`config.mk`:
```
export PLATFORM = sky130hd
export DESIGN_NAME = led_fade_pwm
export DESIGN_NICKNAME = d
export VERILOG_FILES = /design/src/rtl/led_fade_pkg.sv /design/src/rtl/led_pwm_gen.sv /design/src/rtl/led_fade_pwm.sv
export SDC_FILE = /design/constraint.sdc
export NUM_CORES = 1
export LEC_CHECK = 0
export ABC_CLOCK_PERIOD_IN_PS = 4400
export CAP_MARGIN = 20
export CORE_ASPECT_RATIO = 1.25
export CORE_MARGIN = 8
export CORE_UTILIZATION = 60
export CTS_CLUSTER_DIAMETER = 100
export CTS_CLUSTER_SIZE = 16
export DETAILED_ROUTE_END_ITERATION = 7
export PLACE_DENSITY_LB_ADDON = 0.1
export SYNTH_ARGS = -nofsm -noshare
export SYNTH_HDL_FRONTEND = slang
export SYNTH_HIERARCHICAL = 1
export SYNTH_SLANG_ARGS = --single-unit
```
`constraint.sdc`:
```
create_clock -name i_clk -period 4.4 [get_ports i_clk]
set_clock_uncertainty 0.05 [all_clocks]
set_input_delay 0.66 -clock i_clk [delete_from_list [all_inputs] [get_ports i_clk]]
set_output_delay 0.66 -clock i_clk [all_outputs]
set_load 0.02 [all_outputs]
```
`src/rtl/led_fade_pkg.sv`:
```
// Shared definitions for the LED breathing fader: FSM encoding and level helpers.
package led_fade_pkg;

    typedef enum logic [1:0] {
        S_OFF  = 2'd0,
        S_UP   = 2'd1,
        S_ON   = 2'd2,
        S_DOWN = 2'd3
    } state_t;

    function automatic int unsigned max_level(input int unsigned bits);
        return (32'd1 << bits) - 32'd1;
    endfunction

endpackage

```
`src/rtl/led_pwm_gen.sv`:
```
// Free-running PWM counter with a registered duty comparator.
module led_pwm_gen #(
    parameter int PWM_BITS = 8
) (
    input  logic                i_clk,
    input  logic                i_reset_n,
    input  logic [PWM_BITS-1:0] i_level,
    output logic                o_pwm
);

    localparam logic [PWM_BITS-1:0] ONE = PWM_BITS'(1);

    logic [PWM_BITS-1:0] pwm_cnt;

    // Strict less-than: level 0 never lights, level MAX is dark only at cnt == MAX.
    always_ff @(posedge i_clk or negedge i_reset_n) begin
        if (!i_reset_n) begin
            pwm_cnt <= '0;
            o_pwm   <= 1'b0;
        end else begin
            pwm_cnt <= pwm_cnt + ONE;
            o_pwm   <= (pwm_cnt < i_level);
        end
    end

endmodule

```
`src/rtl/led_fade_pwm.sv`:
```
// Turns a raw blink level into a breathing LED: level ramps up/down linearly, PWM drives the pin.
module led_fade_pwm
    import led_fade_pkg::*;
#(
    parameter int PWM_BITS    = 8,
    parameter int STEP_CYCLES = 4
) (
    input  logic                i_clk,
    input  logic                i_reset_n,
    input  logic                i_led,
    input  logic                i_enable,
    output logic                o_pwm,
    output logic [PWM_BITS-1:0] o_level,
    output logic [1:0]          o_state,
    output logic                o_busy
);

    localparam logic [PWM_BITS-1:0] MAX       = PWM_BITS'(max_level(PWM_BITS));
    localparam logic [PWM_BITS-1:0] ONE       = PWM_BITS'(1);
    localparam logic [15:0]         STEP_LAST = 16'(STEP_CYCLES - 1);

    state_t              state;
    logic                led_q;
    logic [PWM_BITS-1:0] level;
    logic [15:0]         presc;
    logic                tick;

    assign tick = (presc == STEP_LAST);

    always_ff @(posedge i_clk or negedge i_reset_n) begin
        if (!i_reset_n) begin
            led_q <= 1'b0;
        end else begin
            led_q <= i_led;
        end
    end

    // Direction reversal wins over a coincident tick so the level is kept on the turn.
    always_ff @(posedge i_clk or negedge i_reset_n) begin
        if (!i_reset_n) begin
            state <= S_OFF;
            level <= '0;
            presc <= '0;
        end else if (!i_enable) begin
            state <= S_OFF;
            level <= '0;
            presc <= '0;
        end else begin
            case (state)
                S_OFF: begin
                    level <= '0;
                    presc <= '0;
                    if (led_q) begin
                        state <= S_UP;
                    end
                end
                S_UP: begin
                    if (!led_q) begin
                        state <= S_DOWN;
                        presc <= '0;
                    end else if (tick) begin
                        presc <= '0;
                        if (level >= MAX - ONE) begin
                            level <= MAX;
                            state <= S_ON;
                        end else begin
                            level <= level + ONE;
                        end
                    end else begin
                        presc <= presc + 16'd1;
                    end
                end
                S_ON: begin
                    level <= MAX;
                    presc <= '0;
                    if (!led_q) begin
                        state <= S_DOWN;
                    end
                end
                S_DOWN: begin
                    if (led_q) begin
                        state <= S_UP;
                        presc <= '0;
                    end else if (tick) begin
                        presc <= '0;
                        if (level <= ONE) begin
                            level <= '0;
                            state <= S_OFF;
                        end else begin
                            level <= level - ONE;
                        end
                    end else begin
                        presc <= presc + 16'd1;
                    end
                end
                default: begin
                    state <= S_OFF;
                    level <= '0;
                    presc <= '0;
                end
            endcase
        end
    end

    led_pwm_gen #(
        .PWM_BITS (PWM_BITS)
    ) u_pwm (
        .i_clk     (i_clk),
        .i_reset_n (i_reset_n),
        .i_level   (level),
        .o_pwm     (o_pwm)
    );

    assign o_level = level;
    assign o_state = state;
    assign o_busy  = (state == S_UP) || (state == S_DOWN);

endmodule

```
* Word level (Yosys, flattened, before mapping) *
Index checks and enable logic that the tools add are counted.

operators by class
  $add $sub $neg = 4
  $lt $le $gt $ge = 3
  equal/unequal tests = 14
  muxes and demuxes = 23
  reduce and logical (&&, ||, !) cells = 5

operator list
  cell                                                             number
  2-to-1 mux 16 bit                                                4
  2-to-1 mux 8 bit                                                 7
  case mux 16 bit (3 select lines)                                 1
  case mux 8 bit (4 select lines)                                  1
  2-to-1 mux 2 bit                                                 9
  != test 3 bit (second input constant)                            6
  adder 16 x 1 -> 16 bit (second input constant)                   1
  adder 8 x 1 -> 8 bit (second input constant)                     2
  == test 16 x 2 -> 1 bit (second input constant)                  1
  != test 4 bit (second input constant)                            4
  >= comparator 8 bit (second input constant)                      1
  less-or-equal comparator 8 x 1 -> 1 bit (second input constant)  1
  < comparator 8 bit                                               1
  case mux 2 bit (4 select lines)                                  1
  subtractor 8 x 1 -> 8 bit (second input constant)                1
  AND reduction 6 bit                                              1
  == test 2 bit (second input constant)                            2
  AND reduction 4 bit                                              1
  == test 2 x 1 -> 1 bit (second input constant)                   1
  zero test 2 bit                                                  1
  OR reduction 2 bit                                               1
  logical OR 1 bit                                                 1

word-level totals
  bits in registers = 36
  input port bits = 4
  word-level logic and storage cells = 55

* Logic depth before layout (Yosys ltp) *
  word-level depth = 6
  gate-level depth with buffers = 7
  mapped depth without buffers = 7

* Hierarchy *
Netlist, hierarchy kept.

modules (own cells, without submodules)
  module        times used  cells an instance  area each (µm²)  seq. area each (µm²)
  led_fade_pwm  1           204                1845.5           675.6
  led_pwm_gen   1           52                 519.2            225.2

* Least setup slack after synthesis *
Ideal clock, no wire load.

  path type = reg-to-reg
  start point = reg level[4] (netlist: o_level[4])
  end point = reg state[0] (netlist: o_state[0])
  library setup time = 121 ps
  data arrival time = 2209 ps
  required time = 4229 ps
  path slack = 2020 ps
  stages on the path, launching flop included = 8
  clock period less this slack = 2380 ps
  cells stage by stage = dfrtp_1 -> buf_6 -> or4_4 -> buf_6 -> o41ai_4 -> a32oi_2 -> a21o_1 -> a22o_1

on the way
  word-level cells in the longest chain between the ends = 3
  elaborated cells between the ends (all ways) = 5
  classes of those cells = order compare: 2; eq/ne: 2; reduce/logical: 1

ends and longest elaborated chain
  element                                                                         line                                    source
  start: declaration                                                              led_fade_pwm.sv:24                      logic [PWM_BITS-1:0] level;
  start signal: assignment                                                        led_fade_pwm.sv:67                      level <= level + ONE;
  start signal: assignment                                                        led_fade_pwm.sv:90                      level <= level - ONE;
  >= comparator 8 bit or less-or-equal comparator 8 x 1 -> 1 bit (tied branches)  led_fade_pwm.sv:63, led_fade_pwm.sv:86
  != test 4 bit (no line)                                                         n/a
  AND reduction 6 bit (no line) (*)                                               n/a
  end signal: assignment                                                          led_fade_pwm.sv:59                      state <= S_DOWN;
  end signal: assignment                                                          led_fade_pwm.sv:65                      state <= S_ON;
  end signal: assignment                                                          led_fade_pwm.sv:77                      state <= S_DOWN;
  end: declaration                                                                led_fade_pwm.sv:22                      state_t state;

Mark *: on every way between the ends. The rest lies on a longest branch, timed or not.
A chain may end at the register's enable or synchronous reset.

* Worst setup path after layout *
  start point = reg state[1] (netlist: o_state[1])
  end point = out o_busy

on the way
  word-level cells in the longest chain between the ends = 2
  elaborated cells between the ends (all ways) = 3
  classes of those cells = eq/ne: 2; reduce/logical: 1

ends and longest elaborated chain
  element                                                  line                 source
  start signal: assignment                                 led_fade_pwm.sv:41   state <= S_OFF;
  start signal: assignment                                 led_fade_pwm.sv:45   state <= S_OFF;
  start signal: assignment                                 led_fade_pwm.sv:54   state <= S_UP;
  == test 2 x 1 -> 1 bit or == test 2 bit (tied branches)  led_fade_pwm.sv:116  assign o_busy = (state == S_UP) || (state == S_DOWN);
  logical OR 1 bit (*)                                     led_fade_pwm.sv:116
  end: declaration                                         led_fade_pwm.sv:15   output logic o_busy

Marked as above.

==> results.ini <==
[setup_path]
cp_data_arrival_time_ns=2.12
cp_cell_sequence=inv_1 > ha_1 > or2_2 > clkdlybuf4s50_1
cp_max_fo=16
cp-end-kind=primary output
worstPathRequired_ns=3.69
critical_path_class=flip-flop to primary output
start_kind=flip-flop
slowest_delay_ns=0.60
crit_slowest_cell=clkdlybuf4s50_1

[timing]
setup_viol=0
period_minus_slack_ns=2.83
slew_headroom=0.481
worst-slew-pin-transition_ns=0.779
maxSlewViolCount=0
grt_setup_unrepaired=false
setup_tns_ns=0
hold_violations=0
fmax_ghz=0.354
fin_crit_sh=0.642
layout_setup_ws_ns=1.57

[clock_network]
cts.sinks=36
clk_latency_ns=0.29
cts_hold_buf=0
clk_pin_slew_ns=0.08
cts_buffers=5
ctsResizeCount=0
cts_setup_buffers=0
clk_path_buf_depth=2
h-tree-depth=2
cts_root_buf=clkbuf_8
cts_tree=built

[synth]
synth_warnings=6
synthesis.area_sq_mm=0.00236
syn_inst=256
synth-seq-cells=36
synth_top_area_cell=dfrtp_1
yosysTopAreaCellShare=0.381
netlist_top_cells_count=dfrtp_1, nor2_1, ha_1, inv_1, nand2_1
synth_cell_type_count=52
avgSynthCellArea_sq_um=9.24
seq_area_frac_synth=0.381
yosys-top-cells-area=dfrtp_1, ha_1, xor2_1, nor2_1, inv_1
synth.most_common_cell=dfrtp_1
synth-edff-count=0
async_flop_share=1.00
synth_nets=278
synth-main-ff-cell=dfrtp_1

[detailed_routing]
antenna_left=0
first_pass_iters=4
via_per_inst=5.98
drtIter0Drc=223
routed_wl_mm=4.97
route.detailed.drc=0
vias=1938
post_drt_wl_per_cell_microns=15.3

[layout]
layout.nets=291
synthToLayoutAreaGrowth_pct=11.6
fin_util=0.698
drive_above_1_share=0.0667
antenna_cells=0

[pwr]
p_total_w=0.00103
p_leak_nw=1.14
p_per_area_mw_per_mm2=390
ir_drop_mv=0.330

[floorplanning]
die_x_microns=72.2
num_rows=25
start_util=0.625
fp.dieArea_sq_mm=0.00622
core-area_sq_mm=0.00378
top_level_ports=16
dieHeight_microns=86.2

[grt]
first_global_vias=1884
antenna_found_initial=0
grt_max_degree=37
grt_pass1_wl_mm=8.44
grt_overflow=0
grtUsageTotal=0.166

[status]
outcome=finished, final reports clean

[placed_design]
gp_congestion=0.898
hpwl_mm=3.47
dpl_worst_slack_ns=1.89
io_buffers=15

[min_path]
worstHoldPathType=input port to asynchronous set/reset pin

[run]
drv_cap=0

metrics by stage:
step / hold slack [ns] / cell area, sq um / cells
after global routing: 0.454 / 2640 / 324
after global placement: 0.422 / 2530 / 316
after floorplan: 0.314 / 2360 / 256
final: 0.392 / 2640 / 324
after detailed placement: 0.426 / 2530 / 316
after CTS: 0.423 / 2640 / 324
logic make-up (layout without fill, tap and decap cells):
| family | count (synthesis) | count (layout) | synth area share |
|---|---|---|---|
| AOI/OAI and AO/OA | 54 | 54 | 0.167 |
| adders and majority gates | 18 | 18 | 0.0952 |
| muxes | 2 | 2 | 0.00899 |
| DFF | 36 | 36 | 0.381 |
| and+or+nand+nor | 98 | 98 | 0.221 |
| xor gates and xnor gates | 21 | 21 | 0.0778 |
| buffers and inverters | 27 | 41 | 0.0492 |
cell type report:
cell class	instances	area [sq um]
clock buffer	5	68.8
sequential	36	901
clock inverter	3	42.5
fill	322	1140
timing repair buffer	15	145
inverter	18	67.6
multi-input combinational	193	1350
tap	54	67.6
routing by layer:
layer / global-route usage / up-vias / wire, microns
met2: 0.267 / 58 / 2420
li1: - / 948 / -
met3: 0.0335 / 13 / 274
met1: 0.207 / 919 / 2180
met4: 0.0764 / 0 / 96
met5: 0 / - / 0
power by group:
group	internal (W)	switching (W)
Clock	0.000168	0.000119
Combinational	0.000150	0.000210
Sequential	0.000349	0.0000357
flip-flops by register name, indices dropped and copies added, names as in the netlist:
| name | flops |
|---|---|
| presc | 16 |
| o_level | 8 |
| u_pwm/pwm_cnt | 8 |
| o_state | 2 |
| led_q | 1 |
| u_pwm/o_pwm | 1 |
critical path, delay by kind of cell (launching register included):
family	cells	cell delay [ns]
simple gates	1	0.21
buf+inv	2	0.72
fa+ha+maj	1	0.47
flops	1	0.43
path summary, 6_finish.rpt:
check / startpoint / endpoint / slack, ns / cells after the start
setup / recovery: o_state[1]$_DFFE_PN0P_ / o_busy / 1.57 / 4
hold / removal: i_reset_n / o_level[6]$_DFFE_PN0P_ / 0.39 / 1
setup reg to reg: o_level[2]$_DFFE_PN0P_ / o_level[5]$_DFFE_PN0P_ / 1.94 / 4
hold reg to reg: u_pwm/pwm_cnt[7]$_DFF_PN0_ / u_pwm/pwm_cnt[7]$_DFF_PN0_ / 0.43 / 1
max in group asynchronous: i_reset_n / u_pwm/pwm_cnt[4]$_DFF_PN0_ / 3.41 / 1
min in group i_clk: u_pwm/pwm_cnt[7]$_DFF_PN0_ / u_pwm/pwm_cnt[7]$_DFF_PN0_ / 0.43 / 1
cells in the final DEF (no fill, tap or decap), types with 2 or more instances in the layout:
cell type,n
dfrtp_1,36
nor2_1,25
inv_1,18
ha_1,18
nand2_1,16
xor2_1,15
clkdlybuf4s50_1,14
nand3_1,12
o21ai_0,11
a21oi_1,10
nor4_1,7
nor3_1,6
nand4_1,6
xnor2_1,6
clkbuf_8,5
and3_1,4
or3_1,4
a22o_1,4
o211ai_1,3
a21o_1,3
o2bb2ai_1,3
nand2b_1,2
nor4b_1,2
and4_1,2
or2_2,2
o31a_1,2
a221oi_1,2
a31oi_1,2
o22ai_1,2
o21ai_1,2
nor2b_1,2
(Power assumes the default switching activity.)
